<file path="src/rtl/ga_pkg.sv">
// Shared types and helpers for the GA crossover stage.
package ga_pkg;

  typedef enum logic [1:0] {IDLE, CALC, OUT} xover_state_e;

  // Rate compares are done on this scale (1/256 units).
  localparam int RATE_SCALE = 256;

  // Cut point 1 + ((sel * (width-1)) >> 8). The product is at most
  // 255*(width-1), which fits the 8+clog2(width) bit unsigned product.
  function automatic int unsigned cut_point(input logic [7:0] sel,
                                            input int unsigned width);
    int unsigned prod;
    prod = 32'(sel) * (width - 1);
    return 1 + (prod >> 8);
  endfunction

  // One mask bit: set when lo <= k < hi. A single cut point pt is the
  // range lo=0, hi=pt.
  function automatic logic mask_bit(input int unsigned k,
                                    input int unsigned lo,
                                    input int unsigned hi);
    return (k >= lo) && (k < hi);
  endfunction

endpackage

</file>
<file path="src/rtl/lfsr_rng.sv">
// Free-running 32-bit Galois LFSR (x^32+x^22+x^2+x+1), seeded under reset.
module lfsr_rng (
  input  logic        clk,
  input  logic        reset,
  input  logic [31:0] seed,
  output logic [31:0] rnd
);

  logic [31:0] rnd_q, rnd_d;

  // Next state: shift right, fold taps back in when the LSB is set.
  always_comb begin
    rnd_d = {1'b0, rnd_q[31:1]} ^ (rnd_q[0] ? 32'h8020_0003 : 32'h0);
  end

  // A zero seed would lock the LFSR, so it is replaced by 1.
  always_ff @(posedge clk) begin
    if (reset) rnd_q <= (seed == 32'h0) ? 32'h1 : seed;
    else       rnd_q <= rnd_d;
  end

  assign rnd = rnd_q;

endmodule

</file>
<file path="src/rtl/xover_mask_gen.sv">
// Crossover mask generator: single-point mask from a, or a two-point
// range mask from a and b when two_pt_en is set and the points differ.
module xover_mask_gen
  import ga_pkg::*;
#(
  parameter int CHROM_WIDTH = 8
) (
  input  logic [7:0]             a,
  input  logic [7:0]             b,
  input  logic                   two_pt_en,
  output logic [CHROM_WIDTH-1:0] mask
);

  int unsigned pt, pb, lo, hi;

  // Derive the bit range to swap, then expand it to a mask.
  always_comb begin
    pt = cut_point(a, CHROM_WIDTH);
    pb = cut_point(b, CHROM_WIDTH);
    if (two_pt_en && (pt != pb)) begin
      lo = (pt < pb) ? pt : pb;
      hi = (pt < pb) ? pb : pt;
    end else begin
      lo = 0;
      hi = pt;
    end
    for (int k = 0; k < CHROM_WIDTH; k++) mask[k] = mask_bit(k, lo, hi);
  end

endmodule

</file>
<file path="src/rtl/crossover_unit.sv">
// GA crossover stage: accept a parent pair, decide by XOVER_RATE whether
// to recombine, cut at a random point, present children with valid/ready.
// Define TWO_POINT_XOVER_EN for two-point crossover using rnd[23:16].
module crossover_unit
  import ga_pkg::*;
#(
  parameter int CHROM_WIDTH = 8,
  parameter int XOVER_RATE  = 230
) (
  input  logic                   clk,
  input  logic                   reset,
  input  logic [31:0]            seed,
  input  logic                   in_valid,
  output logic                   in_ready,
  input  logic [CHROM_WIDTH-1:0] parent1,
  input  logic [CHROM_WIDTH-1:0] parent2,
  output logic                   out_valid,
  input  logic                   out_ready,
  output logic [CHROM_WIDTH-1:0] orig_child1,
  output logic [CHROM_WIDTH-1:0] orig_child2,
  output logic [15:0]            xover_count
);

  localparam int RATE_W = $clog2(RATE_SCALE) + 1;

  logic [31:0]            rnd;
  xover_state_e           state_q, state_d;
  logic [CHROM_WIDTH-1:0] p1_q, p1_d, p2_q, p2_d;
  logic [CHROM_WIDTH-1:0] child1_q, child1_d, child2_q, child2_d;
  logic [7:0]             r_q, r_d, a_q, a_d;
  logic                   out_valid_q, out_valid_d;
  logic                   xover_q, xover_d;
  logic [15:0]            xover_count_q, xover_count_d;
  logic [CHROM_WIDTH-1:0] mask;
  logic [7:0]             b_sel;
  logic                   two_pt;
  logic                   accept, recomb;

  lfsr_rng u_rng (
    .clk   (clk),
    .reset (reset),
    .seed  (seed),
    .rnd   (rnd)
  );

`ifdef TWO_POINT_XOVER_EN
  logic [7:0] b_q;
  logic       unused_rnd;
  assign unused_rnd = ^rnd[31:24];
  assign b_sel      = b_q;
  assign two_pt     = 1'b1;

  // Second point byte captured alongside the other accept-time values.
  always_ff @(posedge clk) begin
    if (reset)       b_q <= 8'h00;
    else if (accept) b_q <= rnd[23:16];
  end
`else
  logic unused_rnd;
  assign unused_rnd = ^rnd[31:16];
  assign b_sel      = 8'h00;
  assign two_pt     = 1'b0;
`endif

  xover_mask_gen #(.CHROM_WIDTH(CHROM_WIDTH)) u_mask (
    .a         (a_q),
    .b         (b_sel),
    .two_pt_en (two_pt),
    .mask      (mask)
  );

  // IDLE always ready; OUT can take a new pair in its delivery cycle.
  assign in_ready = (state_q == IDLE) || ((state_q == OUT) && out_ready);
  assign accept   = in_valid && in_ready;
  assign recomb   = {1'b0, r_q} < RATE_W'(XOVER_RATE);

  // FSM next state, capture of parents/random bytes, child computation.
  always_comb begin
    state_d       = state_q;
    p1_d          = p1_q;
    p2_d          = p2_q;
    r_d           = r_q;
    a_d           = a_q;
    child1_d      = child1_q;
    child2_d      = child2_q;
    out_valid_d   = out_valid_q;
    xover_d       = xover_q;
    xover_count_d = xover_count_q;
    unique case (state_q)
      IDLE: if (accept) state_d = CALC;
      CALC: begin
        child1_d    = recomb ? ((p1_q & ~mask) | (p2_q & mask)) : p1_q;
        child2_d    = recomb ? ((p2_q & ~mask) | (p1_q & mask)) : p2_q;
        xover_d     = recomb;
        out_valid_d = 1'b1;
        state_d     = OUT;
      end
      OUT: if (out_ready) begin
        out_valid_d = 1'b0;
        if (xover_q && (xover_count_q != 16'hFFFF))
          xover_count_d = xover_count_q + 16'd1;
        state_d = in_valid ? CALC : IDLE;
      end
      default: state_d = IDLE;
    endcase
    if (accept) begin
      p1_d = parent1;
      p2_d = parent2;
      r_d  = rnd[7:0];
      a_d  = rnd[15:8];
    end
  end

  // State registers; reset drops any in-flight pair.
  always_ff @(posedge clk) begin
    if (reset) begin
      state_q       <= IDLE;
      p1_q          <= '0;
      p2_q          <= '0;
      r_q           <= 8'h00;
      a_q           <= 8'h00;
      child1_q      <= '0;
      child2_q      <= '0;
      out_valid_q   <= 1'b0;
      xover_q       <= 1'b0;
      xover_count_q <= 16'h0;
    end else begin
      state_q       <= state_d;
      p1_q          <= p1_d;
      p2_q          <= p2_d;
      r_q           <= r_d;
      a_q           <= a_d;
      child1_q      <= child1_d;
      child2_q      <= child2_d;
      out_valid_q   <= out_valid_d;
      xover_q       <= xover_d;
      xover_count_q <= xover_count_d;
    end
  end

  assign out_valid   = out_valid_q;
  assign orig_child1 = child1_q;
  assign orig_child2 = child2_q;
  assign xover_count = xover_count_q;

endmodule

</file>
<file path="config.mk">
export PLATFORM = sky130hd
export DESIGN_NAME = crossover_unit
export DESIGN_NICKNAME = d
export VERILOG_FILES = /design/src/rtl/ga_pkg.sv /design/src/rtl/lfsr_rng.sv /design/src/rtl/xover_mask_gen.sv /design/src/rtl/crossover_unit.sv
export SDC_FILE = /design/constraint.sdc
export NUM_CORES = 1
export LEC_CHECK = 0
export CORE_UTILIZATION = 47
export CTS_BUF_LIST = sky130_fd_sc_hd__clkbuf_16
export DETAILED_ROUTE_END_ITERATION = 7
export PLACE_DENSITY = 0.84
export SLEW_MARGIN = 10
export SYNTH_ARGS = -nofsm -noshare
export SYNTH_HDL_FRONTEND = slang
export SYNTH_SLANG_ARGS = --single-unit
</file>
<file path="constraint.sdc">
create_clock -name clk -period 3.14 [get_ports clk]
set_input_delay 0.628 -clock clk [delete_from_list [all_inputs] [get_ports clk]]
set_output_delay 0.628 -clock clk [all_outputs]
set_load 0.02 [all_outputs]
</file>
# == Yosys cells after proc, flatten, opt, wreduce, memory -nomap -nowiden ==
# Cells that the tools add are included.
# word_totals
regBits,100
input_bits,52
elab_cells,57
# op_classes
n_addsub,2
mul,1
order_cmp,9
n_eq_ne,5
n_mux,11
bitwise_logic,8
reduce_logical,10
# ops
op,count
"less-than comparator 3 x 32 -> 1 bit, first input constant",4
2-to-1 mux 32 bit,3
"less-than comparator 1 x 32 -> 1 bit, first input constant",2
"less-than comparator 2 x 32 -> 1 bit, first input constant",2
AND 8 bit,4
logical NOT 32 bit,1
XOR 31 x 32 -> 32 bit,1
"adder 16 x 1 -> 16 bit, second input constant",1
2-to-1 mux 8 bit,2
"!= test 16 bit, second input constant",1
bitwise OR 8 bit,2
"multiplier 8 x 3 -> 11 bit, second input constant",1
"less-than comparator 8 bit, second input constant",1
NOT 8 bit,1
one-hot mux 2 bit (3 select lines),1
"adder 1 x 3 -> 4 bit, first input constant",1
2-to-1 mux 2 bit,2
"!= test 2 bit, second input constant",2
AND reduction 2 bit,2
logical AND 1 bit,3
AND reduction 3 bit,1
"equality test 2 x 1 -> 1 bit, second input constant",1
"equality test 2 bit, second input constant",1
logical NOT 2 bit,1
other kinds (4),5

# == Depth between registers and ports, before layout ==
# logic_depth
depth_word,7
mapped_depth,14

# == Cells and area by module ==
# From an unflattened synthesis, not the netlist that was laid out.
# unflattened
hier_cells,568
area_unflattened_um2,5332.6
# by_module_without_submodules
module,n_inst,cells_each,area_each_um2,seq_area_each_um2
crossover_unit,1,339,2869.0,1341.3
xover_mask_gen,1,144,1296.2,0.0
lfsr_rng,1,85,1167.4,640.6

# == Worst setup path after synthesis ==
# Ideal clock, no wire load.
# synth_timing
path_type,register -> register
from,register a_q[2]
to,register child1_q[1] (netlist: orig_child1[1])
arrival_time_ps,3117
slack_ps,-119
stages_incl_launch_ff,15
path_buffers,0
period_less_slack_ps,3259
cell_sequence,dfxtp_1 -> inv_1 -> fa_1 -> inv_1 -> ha_1 -> nand4_1 -> a21o_2 -> a21oi_1 -> nor2_1 -> xnor2_1 -> ha_1 -> nand2b_1 -> or4_1 -> nand3_1 -> a311oi_1
# synth_between
elab_chain_len,7
elab_cells_between_ends,8
classes_between,add/sub (1); mul (1); order compare (1); mux (1); bitwise (4)
# synth_lines
item,line,source
"start, declared",crossover_unit.sv:30,"logic [7:0] r_q, r_d, a_q, a_d;"
"start signal, assigned",crossover_unit.sv:121,a_q <= 8'h00;
"start signal, assigned",crossover_unit.sv:132,a_q <= a_d;
multiplier 8 x 3 -> 11 bit *,ga_pkg.sv:14,prod = 32'(sel) * (width - 1);
adder 1 x 3 -> 4 bit *,ga_pkg.sv:15,return 1 + (prod >> 8);
less-than comparator 1 x 32 -> 1 bit *,ga_pkg.sv:23,return (k >= lo) && (k < hi);
NOT 8 bit,crossover_unit.sv:92,child1_d = recomb ? ((p1_q & ~mask) | (p2_q & mask)) : p1_q;
AND 8 bit,crossover_unit.sv:92,
bitwise OR 8 bit *,crossover_unit.sv:92,
2-to-1 mux 8 bit *,crossover_unit.sv:92,
"end signal, assigned",crossover_unit.sv:133,child1_q <= child1_d;
"end, declared",crossover_unit.sv:29,"logic [CHROM_WIDTH-1:0] child1_q, child1_d, child2_q, child2_d;"
# Mark *: on every way between the ends. The rest lies on a longest branch, timed or not.
# A chain may end at the register's enable or synchronous reset.

# == Final worst setup path ==
# layout_timing
from,register a_q[2]
to,register child1_q[0] (netlist: orig_child1[0])
# The elaborated chain is that of the path after synthesis.

==> results.md <==
- Outcome: finished with violations
- Failing checks: negative setup slack
- Syn Area/Cell: 9.08 µm²
- RSZ-0062 raised after global routing: true
- Via-to-Cell Ratio: 5.44
- Aggregate negative setup slack: -1.13 ns
- DR iter-0 viols: 110
- Req. time, crit path: 3.34 ns
- Min Tclk post-route: 3.32 ns
- Sequential-to-total area share from yosys stat: 44.6%
- Seq cells post-synth: 99
- Antenna violations before repair: 0
- Max cap viols: 0
- Die extent in x: 99.3 µm
- Drt pass-1 iters: 4
- Die H: 99.3 µm
- Worst VDD drop: 0.323 mV
- Hold Fails Final Rpt: 0
- Synthesized instance count: 490
- I/O Buffers: 85
- Area contributors post-synth: dfxtp_1, mux2_2, nand2_1, a21oi_1, nor2_1
- Cell row count: 35
- Gr ovfl total: 0
- Cts bufs inserted: 9
- Layout cells sized above 1: 18.4%
- Fraction of registers with async set/reset: 0%
- Worst-Skew Late Latency: 0.34 ns
- Clk pin slew, worst setup/hold paths: 0.07 ns
- DR vias: 3,800
- Placed Cells: 678
- Ys Warns: 0
- Fraction of the cycle the final worst path needs: 106%
- Crit path DAT: 3.52 ns
- Post-Route WL: 10,100 µm
- Final Util: 64.6%
- Post-synth top area cell: dfxtp_1
- Number of enable flip-flop cells after synthesis: 0
- Post-layout nets: 655
- Max Root-Sink Buffers: 2
- Largest net degree at the start of global routing: 71
- Max Fclk: 301 MHz
- Vias in the first global route: 3,770
- Diodes inserted: 0
- Least-Margin Pin Slew: 0.778 ns
- Critical path class: register to register
- Final Setup Violations: 10
- Area delta synth->final: 33.6%
- Area of the core: 9200 µm²
- Avg WL per Cell: 14.5 µm
- Synth top area share: 44.6%
- CP endpoint kind: register
- Pwr Total: 2.95 mW
- Critical Path Start Type: register
- Die area: 9860 µm²
- TritonCTS clock tree: yes
- Post-Syn Area: 4450 µm²
- Starting Density: 48.4%
- PnR worst setup slack: -0.178 ns
- RePlAce Congestion: 0.815
- GRT Overall Usage: 20.6%
- DRC viols: 0
- Post-CTS Hold Buffers: 0
- Cell variety after synth: 49
- Post-route insts no fill: 698
- Num ports: 86
- Pre-CTS setup slack: -0.252 ns
- Routed Antenna Nets: 0
- First-pass GRT wire length: 16,500 µm
- Max_slew headroom: 48.2%
- H-tree lvl count: 3
- Root Driver: clkbuf_16
- Final HPWL DP: 7030 µm
- Pleak: 2.26 nW
- Worst Clk Skew: 0.00820 ns
- PD cells: 495 nW/µm²
- CTS Sinks: 99
- Hold WC Path Type: register to register
- Final Max Slew Viols: 0
- Syn_nets: 561
- Worst-path fanout max: 6
- Most used DFF post-synth: dfxtp_1
[critical path, stage by stage, from the launching register on]
cell,delay [ns]
dfxtp_2,0.33
inv_2,0.04
fa_1,0.54
inv_2,0.05
ha_4,0.26
nand4_1,0.11
a21o_2,0.26
a21oi_2,0.17
nor2_1,0.07
xnor2_1,0.22
ha_2,0.28
buf_6,0.13
nand2_4,0.05
or4_4,0.50
nand3_2,0.09
a311oi_2,0.09
[where the power goes]
part,total (mW),switching (mW),internal [mW],leakage (nW)
registers,1.41,0.0580,1.35,0.820
clock network,1.08,0.461,0.617,0.144
logic,0.459,0.220,0.239,1.30
total,2.95,0.739,2.21,2.26
[area by class of cell]
type / count / area (µm²)
Sequential cell: 99 / 1990
Multi-Input combinational cell: 353 / 2450
Inverter: 12 / 45.0
Clock inverter: 5 / 63.8
Tap cell: 111 / 139
Fill cell: 751 / 3250
Clock buffer: 9 / 225
Timing Repair Buffer: 109 / 1040
[cell usage after synthesis (3+ instances only)]
library cell	count
a2111oi_0	5
nand2_1	79
nor2_1	48
o21ai_0	11
inv_1	12
nor3_1	4
a21oi_1	44
ha_1	12
dfxtp_1	99
a311oi_1	4
buf_1	3
mux2i_1	6
nor4_1	14
nand4_1	10
xnor2_1	6
nand2b_1	3
nand3_1	11
clkbuf_1	21
a211oi_1	4
a2111oi_1	4
mux2_2	29
fa_1	7
or3_1	3
xor2_1	13
[sequential cells by signal, indices dropped and copies added (netlist names), 7 cells and up]
signal,flops
a_q,8
orig_child1,8
orig_child2,8
p1_q,8
p2_q,8
r_q,7
u_rng.rnd,32
xover_count,16
[per-stage QoR]
| stage | cell area (µm²) | hold WS, ns |
|---|---|---|
| CTS | 5860 | 0.450 |
| global placement | 5470 | 0.438 |
| floorplan | 4460 | 0.422 |
| detailed placement | 5470 | 0.441 |
| global route | 5940 | 0.469 |
| finish | 5940 | 0.444 |
[metal layers]
layer  part of all wire [%]  up-vias  wire length (µm)  GRT usage [%]
li1                       -     1896                 -              -
met1                     42     1788              4280           22.5
met2                     50       94              5090           38.8
met3                    4.9       22               492           4.57
met4                    2.3        0               233           7.92
met5                      0        -                 0              0
[layout by cell type, fill, tap and decap left out, types with 4 or more instances in the layout]
cell              n
o21ai_0          10
ha_1             10
dfxtp_1          95
mux2_2           29
nand3_2           4
nor4_1           12
nand2_1          78
nor3_1            4
buf_4            23
nand4_1          10
mux2i_1           5
clkdlybuf4s50_1  84
clkbuf_16         9
a21oi_1          43
fa_1              7
xnor2_1           6
inv_1             8
a211oi_1          4
nand3_1           7
inv_2             4
nor2_1           48
a2111oi_0         5
xor2_1           13
[kinds of logic after synthesis]
family                     Yosys count  synth area share [%]
buffers and inverters               38                  3.54
and+or+nand+nor                    190                  19.6
DFF                                 99                  44.6
AOI/OAI and AO/OA                   90                  13.3
xor gates and xnor gates            19                  3.74
muxes                               35                  8.69
adders and majority gates           19                  6.53
[path summary, 6_finish.rpt]
check,from,end,slack (ns),depth (start not counted)
worst min register to register,u_rng.rnd[11],a_q[3],0.44,2
worst max-delay path,a_q[2],orig_child1[0],-0.18,15
worst max register to register,a_q[2],orig_child1[0],-0.18,15
worst min-delay path,u_rng.rnd[11],a_q[3],0.44,2
[timing repair]
action | in CTS | in global routing
hold endpoints to repair | 0 | 0
gates resized for setup | 17 | 15
gates cloned | 0 | 0
pin swaps | 8 | 14
endpoints found under the setup margin | 8 | 9
setup buffers | 5 | 1
Power figures use the tool's default switching activity.
